==> src/rtl/if_fetch_pkg.sv <==
// Shared definitions for the byte-serial instruction fetch stage.
package if_fetch_pkg;

    // Stall vector from the stall controller and the bits this stage honours
    localparam int unsigned STALL_W  = 6;
    localparam int unsigned STALL_PC = 0;
    localparam int unsigned STALL_IF = 1;

    // Datapath widths
    localparam int unsigned INST_W = 32;
    localparam int unsigned ADDR_W = 32;
    localparam int unsigned BYTE_W = 8;

    // Byte counters run 0..4, so they need three bits
    localparam int unsigned        CNT_W    = 3;
    localparam logic [CNT_W-1:0]   CNT_FULL = 3'd4;

    // Distance between consecutive instructions
    localparam logic [ADDR_W-1:0]  INST_BYTES = 32'd4;

    typedef enum logic {
        StFetch,
        StHold
    } fetch_state_t;

    // Sequential successor of a fetch PC (wraps mod 2^32)
    function automatic logic [ADDR_W-1:0] next_pc(input logic [ADDR_W-1:0] pc);
        return pc + INST_BYTES;
    endfunction

endpackage

==> src/rtl/if_fetch_inst_assembler.sv <==
// Collects four returned bytes into a little-endian 32-bit instruction word.
// i_clear wipes the partial word and count; i_drop discards the byte arriving
// this cycle without counting it.
module if_fetch_inst_assembler
    import if_fetch_pkg::*;
(
    input  logic               i_clk,
    input  logic               i_rst_n,
    input  logic               i_clear,
    input  logic               i_drop,
    input  logic               i_valid,
    input  logic [BYTE_W-1:0]  i_byte,
    output logic [CNT_W-1:0]   o_cnt,
    output logic [INST_W-1:0]  o_inst
);

    logic [CNT_W-1:0]  r_cnt;
    logic [INST_W-1:0] r_inst;
    logic              w_accept;

    // A byte lands only when it is real, not flagged stale, and a slot is free
    assign w_accept = i_valid && !i_drop && !i_clear && (r_cnt < CNT_FULL);

    // Byte counter and assembly register; byte k goes to bits [8k+7:8k]
    always_ff @(posedge i_clk or negedge i_rst_n) begin
        if (!i_rst_n) begin
            r_cnt  <= '0;
            r_inst <= '0;
        end else if (i_clear) begin
            r_cnt  <= '0;
            r_inst <= '0;
        end else if (w_accept) begin
            r_inst[{r_cnt[1:0], 3'b000} +: BYTE_W] <= i_byte;
            r_cnt                                  <= r_cnt + CNT_W'(1);
        end
    end

    assign o_cnt  = r_cnt;
    assign o_inst = r_inst;

endmodule

==> src/rtl/if_fetch.sv <==
// Instruction fetch over a shared 8-bit memory port. Issues four byte reads
// per instruction, assembles the reply, and hands the word to IF/ID as a
// one-cycle pulse. Honours PC/IF stall bits and EX branch redirects.
module if_fetch
    import if_fetch_pkg::*;
(
    input  logic                clk_in,
    input  logic                rst_in,
    input  logic [STALL_W-1:0]  stall_in,
    input  logic                branch_in,
    input  logic [ADDR_W-1:0]   branchTarget_in,
    input  logic                memGrant_in,
    input  logic [BYTE_W-1:0]   memData_in,
    output logic                memReq_out,
    output logic [ADDR_W-1:0]   memAddr_out,
    output logic [ADDR_W-1:0]   pc_out,
    output logic [INST_W-1:0]   inst_out,
    output logic                instValid_out,
    output logic                ifStall_out
);

    // ------------------------------------------------------------------
    // State
    // ------------------------------------------------------------------
    fetch_state_t      r_state;
    fetch_state_t      w_state_nxt;
    logic [ADDR_W-1:0] r_fetch_pc;
    logic [ADDR_W-1:0] w_fetch_pc_nxt;
    logic [CNT_W-1:0]  r_issue_cnt;
    logic [CNT_W-1:0]  w_issue_cnt_nxt;
    logic              r_adv_pend;      // handed off, PC advance waiting on stall bit 0
    logic              w_adv_pend_nxt;
    logic              r_run;           // low for the first cycle after reset release
    logic              r_rsp_pend;      // a granted request returns data this cycle
    logic              r_drop;          // that returning byte belongs to a redirected fetch
    logic              r_inst_valid;
    logic [ADDR_W-1:0] r_pc_out;
    logic [INST_W-1:0] r_inst_out;

    // ------------------------------------------------------------------
    // Combinational helpers
    // ------------------------------------------------------------------
    logic              w_pc_hold;
    logic              w_if_hold;
    logic              w_mem_req;
    logic              w_issue;
    logic              w_complete;
    logic              w_handoff;
    logic              w_clear;
    logic [CNT_W-1:0]  w_recv_cnt;
    logic [INST_W-1:0] w_inst;
    logic              w_unused_stall;

    assign w_pc_hold = stall_in[STALL_PC];
    assign w_if_hold = stall_in[STALL_IF];

    // Remaining stall bits belong to later stages
    assign w_unused_stall = &{1'b0, stall_in[STALL_W-1:2]};

    assign w_mem_req = r_run && (r_state == StFetch) && !r_adv_pend &&
                       (r_issue_cnt < CNT_FULL);
    assign w_issue   = w_mem_req && memGrant_in;

    assign w_complete = (r_state == StFetch) && (w_recv_cnt == CNT_FULL);

    // ------------------------------------------------------------------
    // Byte assembly
    // ------------------------------------------------------------------
    if_fetch_inst_assembler u_inst_assembler (
        .i_clk   (clk_in),
        .i_rst_n (rst_in),
        .i_clear (w_clear),
        .i_drop  (r_drop),
        .i_valid (r_rsp_pend),
        .i_byte  (memData_in),
        .o_cnt   (w_recv_cnt),
        .o_inst  (w_inst)
    );

    // ------------------------------------------------------------------
    // Next-state logic: branch beats everything, then hand-off / hold
    // ------------------------------------------------------------------
    always_comb begin
        w_state_nxt     = r_state;
        w_fetch_pc_nxt  = r_fetch_pc;
        w_issue_cnt_nxt = r_issue_cnt + CNT_W'(w_issue);
        w_adv_pend_nxt  = r_adv_pend;
        w_clear         = 1'b0;
        w_handoff       = 1'b0;

        if (branch_in) begin
            // Redirect: abandon partial word and any held instruction
            w_state_nxt     = StFetch;
            w_fetch_pc_nxt  = branchTarget_in;
            w_issue_cnt_nxt = '0;
            w_adv_pend_nxt  = 1'b0;
            w_clear         = 1'b1;
        end else begin
            case (r_state)
                StFetch: begin
                    if (w_complete) begin
                        if (w_if_hold) begin
                            w_state_nxt = StHold;
                        end else begin
                            w_handoff = 1'b1;
                        end
                    end
                end
                StHold: begin
                    if (!w_if_hold) begin
                        w_handoff   = 1'b1;
                        w_state_nxt = StFetch;
                    end
                end
                default: begin
                    w_state_nxt = StFetch;
                end
            endcase

            if (w_handoff) begin
                w_clear         = 1'b1;
                w_issue_cnt_nxt = '0;
                if (w_pc_hold) begin
                    w_adv_pend_nxt = 1'b1;
                end else begin
                    w_fetch_pc_nxt = next_pc(r_fetch_pc);
                end
            end else if (r_adv_pend && !w_pc_hold) begin
                // Deferred advance; no fetch runs while it is pending
                w_fetch_pc_nxt = next_pc(r_fetch_pc);
                w_adv_pend_nxt = 1'b0;
            end
        end
    end

    // ------------------------------------------------------------------
    // Control state registers
    // ------------------------------------------------------------------
    // FSM state, fetch PC, issue counter and deferred-advance flag
    always_ff @(posedge clk_in or negedge rst_in) begin
        if (!rst_in) begin
            r_state     <= StFetch;
            r_fetch_pc  <= '0;
            r_issue_cnt <= '0;
            r_adv_pend  <= 1'b0;
        end else begin
            r_state     <= w_state_nxt;
            r_fetch_pc  <= w_fetch_pc_nxt;
            r_issue_cnt <= w_issue_cnt_nxt;
            r_adv_pend  <= w_adv_pend_nxt;
        end
    end

    // Memory response tracking; a grant in the branch cycle is marked stale
    always_ff @(posedge clk_in or negedge rst_in) begin
        if (!rst_in) begin
            r_run      <= 1'b0;
            r_rsp_pend <= 1'b0;
            r_drop     <= 1'b0;
        end else begin
            r_run      <= 1'b1;
            r_rsp_pend <= w_issue;
            r_drop     <= w_issue && branch_in;
        end
    end

    // Hand-off registers toward IF/ID
    always_ff @(posedge clk_in or negedge rst_in) begin
        if (!rst_in) begin
            r_inst_valid <= 1'b0;
            r_pc_out     <= '0;
            r_inst_out   <= '0;
        end else begin
            r_inst_valid <= w_handoff;
            if (w_handoff) begin
                r_pc_out   <= r_fetch_pc;
                r_inst_out <= w_inst;
            end
        end
    end

    // ------------------------------------------------------------------
    // Outputs
    // ------------------------------------------------------------------
    assign memReq_out    = w_mem_req;
    assign memAddr_out   = w_mem_req ? (r_fetch_pc + ADDR_W'(r_issue_cnt)) : '0;
    assign pc_out        = r_pc_out;
    assign inst_out      = r_inst_out;
    // A redirect squashes whatever IF/ID would accept this cycle
    assign instValid_out = r_inst_valid && !branch_in;
    assign ifStall_out   = r_run && (r_state == StFetch) && (w_recv_cnt < CNT_FULL);

endmodule

==> config.mk <==
export PLATFORM = sky130hd
export DESIGN_NAME = if_fetch
export DESIGN_NICKNAME = d
export VERILOG_FILES = /design/src/rtl/if_fetch_pkg.sv /design/src/rtl/if_fetch_inst_assembler.sv /design/src/rtl/if_fetch.sv
export SDC_FILE = /design/constraint.sdc
export NUM_CORES = 1
export LEC_CHECK = 0
export ABC_AREA = 1
export CORE_MARGIN = 2
export CORE_UTILIZATION = 50
export DETAILED_ROUTE_END_ITERATION = 12
export GPL_TIMING_DRIVEN = 0
export PLACE_DENSITY = 0.81
export SLEW_MARGIN = 20
export SYNTH_ARGS = -nofsm -noshare
export SYNTH_HDL_FRONTEND = slang
export SYNTH_SLANG_ARGS = --single-unit
export TNS_END_PERCENT = 5
==> constraint.sdc <==
create_clock -name clk_in -period 6.1 [get_ports clk_in]
set_input_delay 1.22 -clock clk_in [delete_from_list [all_inputs] [get_ports clk_in]]
set_output_delay 1.22 -clock clk_in [all_outputs]
set_load 0.02 [all_outputs]
==> results.toml <==
[run_status]
status = "completed"

[timing]
totalNegativeSetupSlack_ns = 0
finalMaxSlewViolations = 0
report.final.hold_viol_count = 0
final_min_period_over_clock_period_pct = 75.6
hold-worst-slack_ns = 0.488
rsz0062_at_grt = "no"
final.setup_skew_ns = 0.00657
setup_violations = 0
layout_min_cycle_time_ns = 4.61
achievable-frequency_mhz = 217
slew_headroom_pct = 52.8
worstMarginPinSlew_ns = 0.707

[clock_tree]
post_cts.repair.setup_buffers = 0
cts-buffers-inserted = 17
numClockSinks = 140
insertion_delay_ns = 0.43
clock_tree_from_tritoncts = "built"
clk_root_buffer_cell = "sky130_fd_sc_hd__clkbuf_16"
hold_fix_buffers_at_cts = 0
clock_tree.htree_level_count = 4
cts_resized = 0
max-clock-path-buffers = 2
clk_pin_slew_worst_paths_ns = 0.06

[worst_setup_path]
setup.worst_path.start_class = "register"
crit_path_frequent_cell = "sky130_fd_sc_hd__nand2_1"
required_ns = 4.88
path_cells = "ha_1 -> inv_1 -> fa_1 -> inv_1 -> nand2_1 -> a21oi_1 -> nand2_1 -> nor2_1 -> nand2_1 -> nand2_1 -> nand2_1 -> nor2_1 -> clkdlybuf4s50_1"
crit_slowest_cell = "sky130_fd_sc_hd__clkdlybuf4s50_1"
endpoint_kind = "output pin"
worst-setup-path-type = "reg -> out"
timing.critical_path.arrival_ns = 3.39
path_max_fanout = 5
worst-r2r-cell-count = 12
timing.critical_path.slowest_cell_delay_ns = 0.62

[route]
vias_per_cell = 5.44
firstDrtPassIters = 6
wl_per_cell_um = 17.1
wirelength_um = 22500
routed-via-count = 7161
post-route-drc-count = 0
drt.antenna.violating_nets = 0
number_of_drc_violations_after_detailed_routing_iteration_0 = 619

[floorplan]
num_rows = 44
design.die.area_mm2 = 0.0161
floorplan.io_pins = 149
die-width_um = 127
core_area_mm2 = 0.0146
floorplan.initialDensity_pct = 51.5
die-height_um = 127

[synthesis]
synth_top_family_by_area = "simple AND/OR/NAND/NOR gates"
synth_fa_ha_area_share_pct = 2.09
async_reset_ff_share_pct = 100
syn-mean-instance-area_um2 = 7.89
synth.cell_area_mm2 = 0.00754
synth-edff-count = 0
muxShareOfSynthArea_pct = 4.33
ys_warn_count = 0
ys_seq_area_share_pct = 46.5
synth-seq-cells = 140
yosys.cell_types.count = 37
synthCells = 956
synth_top_flop_cell = "sky130_fd_sc_hd__dfrtp_1"
synth_simple_gate_area_share_pct = 28.7
syn_nets = 1018
synth_compound_area_share_pct = 10.3
synth_xor_xnor_area_share_pct = 1.39

[final_layout]
num-nets-final = 1182
layout_commonest_cell = "sky130_fd_sc_hd__nand2_1"
number_of_non_filler_instances_in_the_completed_layout = 1316
area_growth_syn_to_layout_pct = 30.1
post_route_cells_drive_above_1_share_pct = 9.72
antenna_cells_inserted = 0
leading_cell_types_in_the_layout_fill_and_taps_excluded = "sky130_fd_sc_hd__nand2_1, sky130_fd_sc_hd__nor2_1, sky130_fd_sc_hd__clkdlybuf4s50_1"

[global_routing]
grt.total_usage_pct = 29.0
pin_count_of_the_biggest_net_entering_global_routing = 81
grt_first_pass_wirelength_um = 36100
number_of_global_route_vias_before_repair = 7098
global_route.overflow_total = 0
antenna_found_initial = 0

[min_path]
hold_class = "reg -> reg"
whs_path_depth = 1

[place]
port_buffers = 144
place.gp.congestion = 0.958
post-dp-hpwl_um = 16900
dp_cells = 1285

[power]
power.leakage_uw = 0.00447
peakVddDrop_v = 0.000283
powerDensity_mw_per_mm2 = 253
power.total_uw = 2480

[run]
max_cap_violations = 0
-- report_power, final --
group / switching, µW / total, µW / internal (µW)
logic: 260 / 440 / 181
registers: 55.1 / 1040 / 982
clock network: 434 / 1000 / 570
total: 748 / 2480 / 1730
-- Yosys cell counts, types with 7 or more instances --
| master | number | area [µm²] |
|---|---|---|
| sky130_fd_sc_hd__o21ai_0 | 32 | 160 |
| sky130_fd_sc_hd__nor2_1 | 158 | 593 |
| sky130_fd_sc_hd__nor2_2 | 9 | 56.3 |
| sky130_fd_sc_hd__o22ai_1 | 8 | 50.1 |
| sky130_fd_sc_hd__o21a_1 | 35 | 263 |
| sky130_fd_sc_hd__nor3_1 | 26 | 130 |
| sky130_fd_sc_hd__nor3b_1 | 8 | 60.1 |
| sky130_fd_sc_hd__o21ai_2 | 8 | 70.1 |
| sky130_fd_sc_hd__clkbuf_1 | 7 | 26.3 |
| sky130_fd_sc_hd__a21oi_1 | 42 | 210 |
| sky130_fd_sc_hd__ha_1 | 11 | 138 |
| sky130_fd_sc_hd__nand2_1 | 263 | 987 |
| sky130_fd_sc_hd__xor2_1 | 8 | 70.1 |
| sky130_fd_sc_hd__mux2_2 | 23 | 259 |
| sky130_fd_sc_hd__buf_2 | 20 | 100 |
| sky130_fd_sc_hd__dfrtp_1 | 140 | 3500 |
| sky130_fd_sc_hd__inv_1 | 72 | 270 |
| sky130_fd_sc_hd__nand3_1 | 45 | 225 |
-- layout make-up --
| type | count | area (µm²) |
|---|---|---|
| Buffer | 35 | 216 |
| Clock buffer | 18 | 429 |
| Clock inverter | 13 | 134 |
| Fill cell | 1230 | 4840 |
| Inverter | 76 | 288 |
| Multi-Input combinational cell | 705 | 3530 |
| Sequential cell | 140 | 3500 |
| Tap cell | 184 | 230 |
| Timing Repair Buffer | 145 | 1470 |
-- sequential cells by signal (all words and copies together) (netlist names) --
name / cells
pc_out: 32
r_inst_valid: 1
r_run: 1
r_fetch_pc: 32
r_drop: 1
r_issue_cnt: 3
r_rsp_pend: 1
r_adv_pend: 1
r_state: 1
u_inst_assembler.o_inst: 32
inst_out: 32
u_inst_assembler.o_cnt: 3
-- worst max-delay path: cells and delay by family (launching register included) --
family	cells	cell delay [ns]
adders and majority gates	2	0.51
DFF	1	0.38
and+or+nand+nor	7	0.94
buffers and inverters	3	0.78
AOI/OAI and AO/OA	1	0.35
-- worst paths after layout --
path / from / endpoint / slack, ns
min reg2reg: pc_out[21]$_DFFE_PN0P_ / pc_out[21]$_DFFE_PN0P_ / 0.49
max reg2reg: u_inst_assembler.o_cnt[0]$_DFFE_PN0P_ / r_fetch_pc[10]$_DFFE_PN0P_ / 3.67
max in group asynchronous: rst_in / u_inst_assembler.o_cnt[2]$_DFFE_PN0P_ / 4.57
min in group asynchronous: rst_in / pc_out[6]$_DFFE_PN0P_ / 0.78
max: r_fetch_pc[0]$_DFFE_PN0P_ / memAddr_out[28] / 1.49
min: pc_out[21]$_DFFE_PN0P_ / pc_out[21]$_DFFE_PN0P_ / 0.49
-- metal layers --
metal	GRT usage, %	vias to the layer above	share of wire (%)
li1	-	3414	-
met1	36.1	3338	40
met2	46.7	339	46
met3	8.73	70	9.3
met4	13.0	0	4.1
met5	0	-	0
-- stage by stage --
stage	cell area (µm²)	utilization [%]	worst slack, ns
2_1_floorplan	7540	-	2.89
3_3_place_gp	9210	62.9	-1.83
3_5_place_dp	9250	63.1	1.97
4_1_cts	9810	67.0	1.51
5_1_grt	9810	67.0	1.30
6_report	9810	67.0	1.49
-- kinds of logic (layout without fill, tap and decap cells) --
logic type / count (synthesis) / in the layout
flops: 140 / 140
fa+ha+maj: 12 / 12
xor+xnor: 12 / 12
compound gates: 128 / 128
simple gates: 523 / 523
buf+inv: 111 / 287
other cells: 1 / 1
mux: 29 / 29
(Power assumes the default switching activity.)
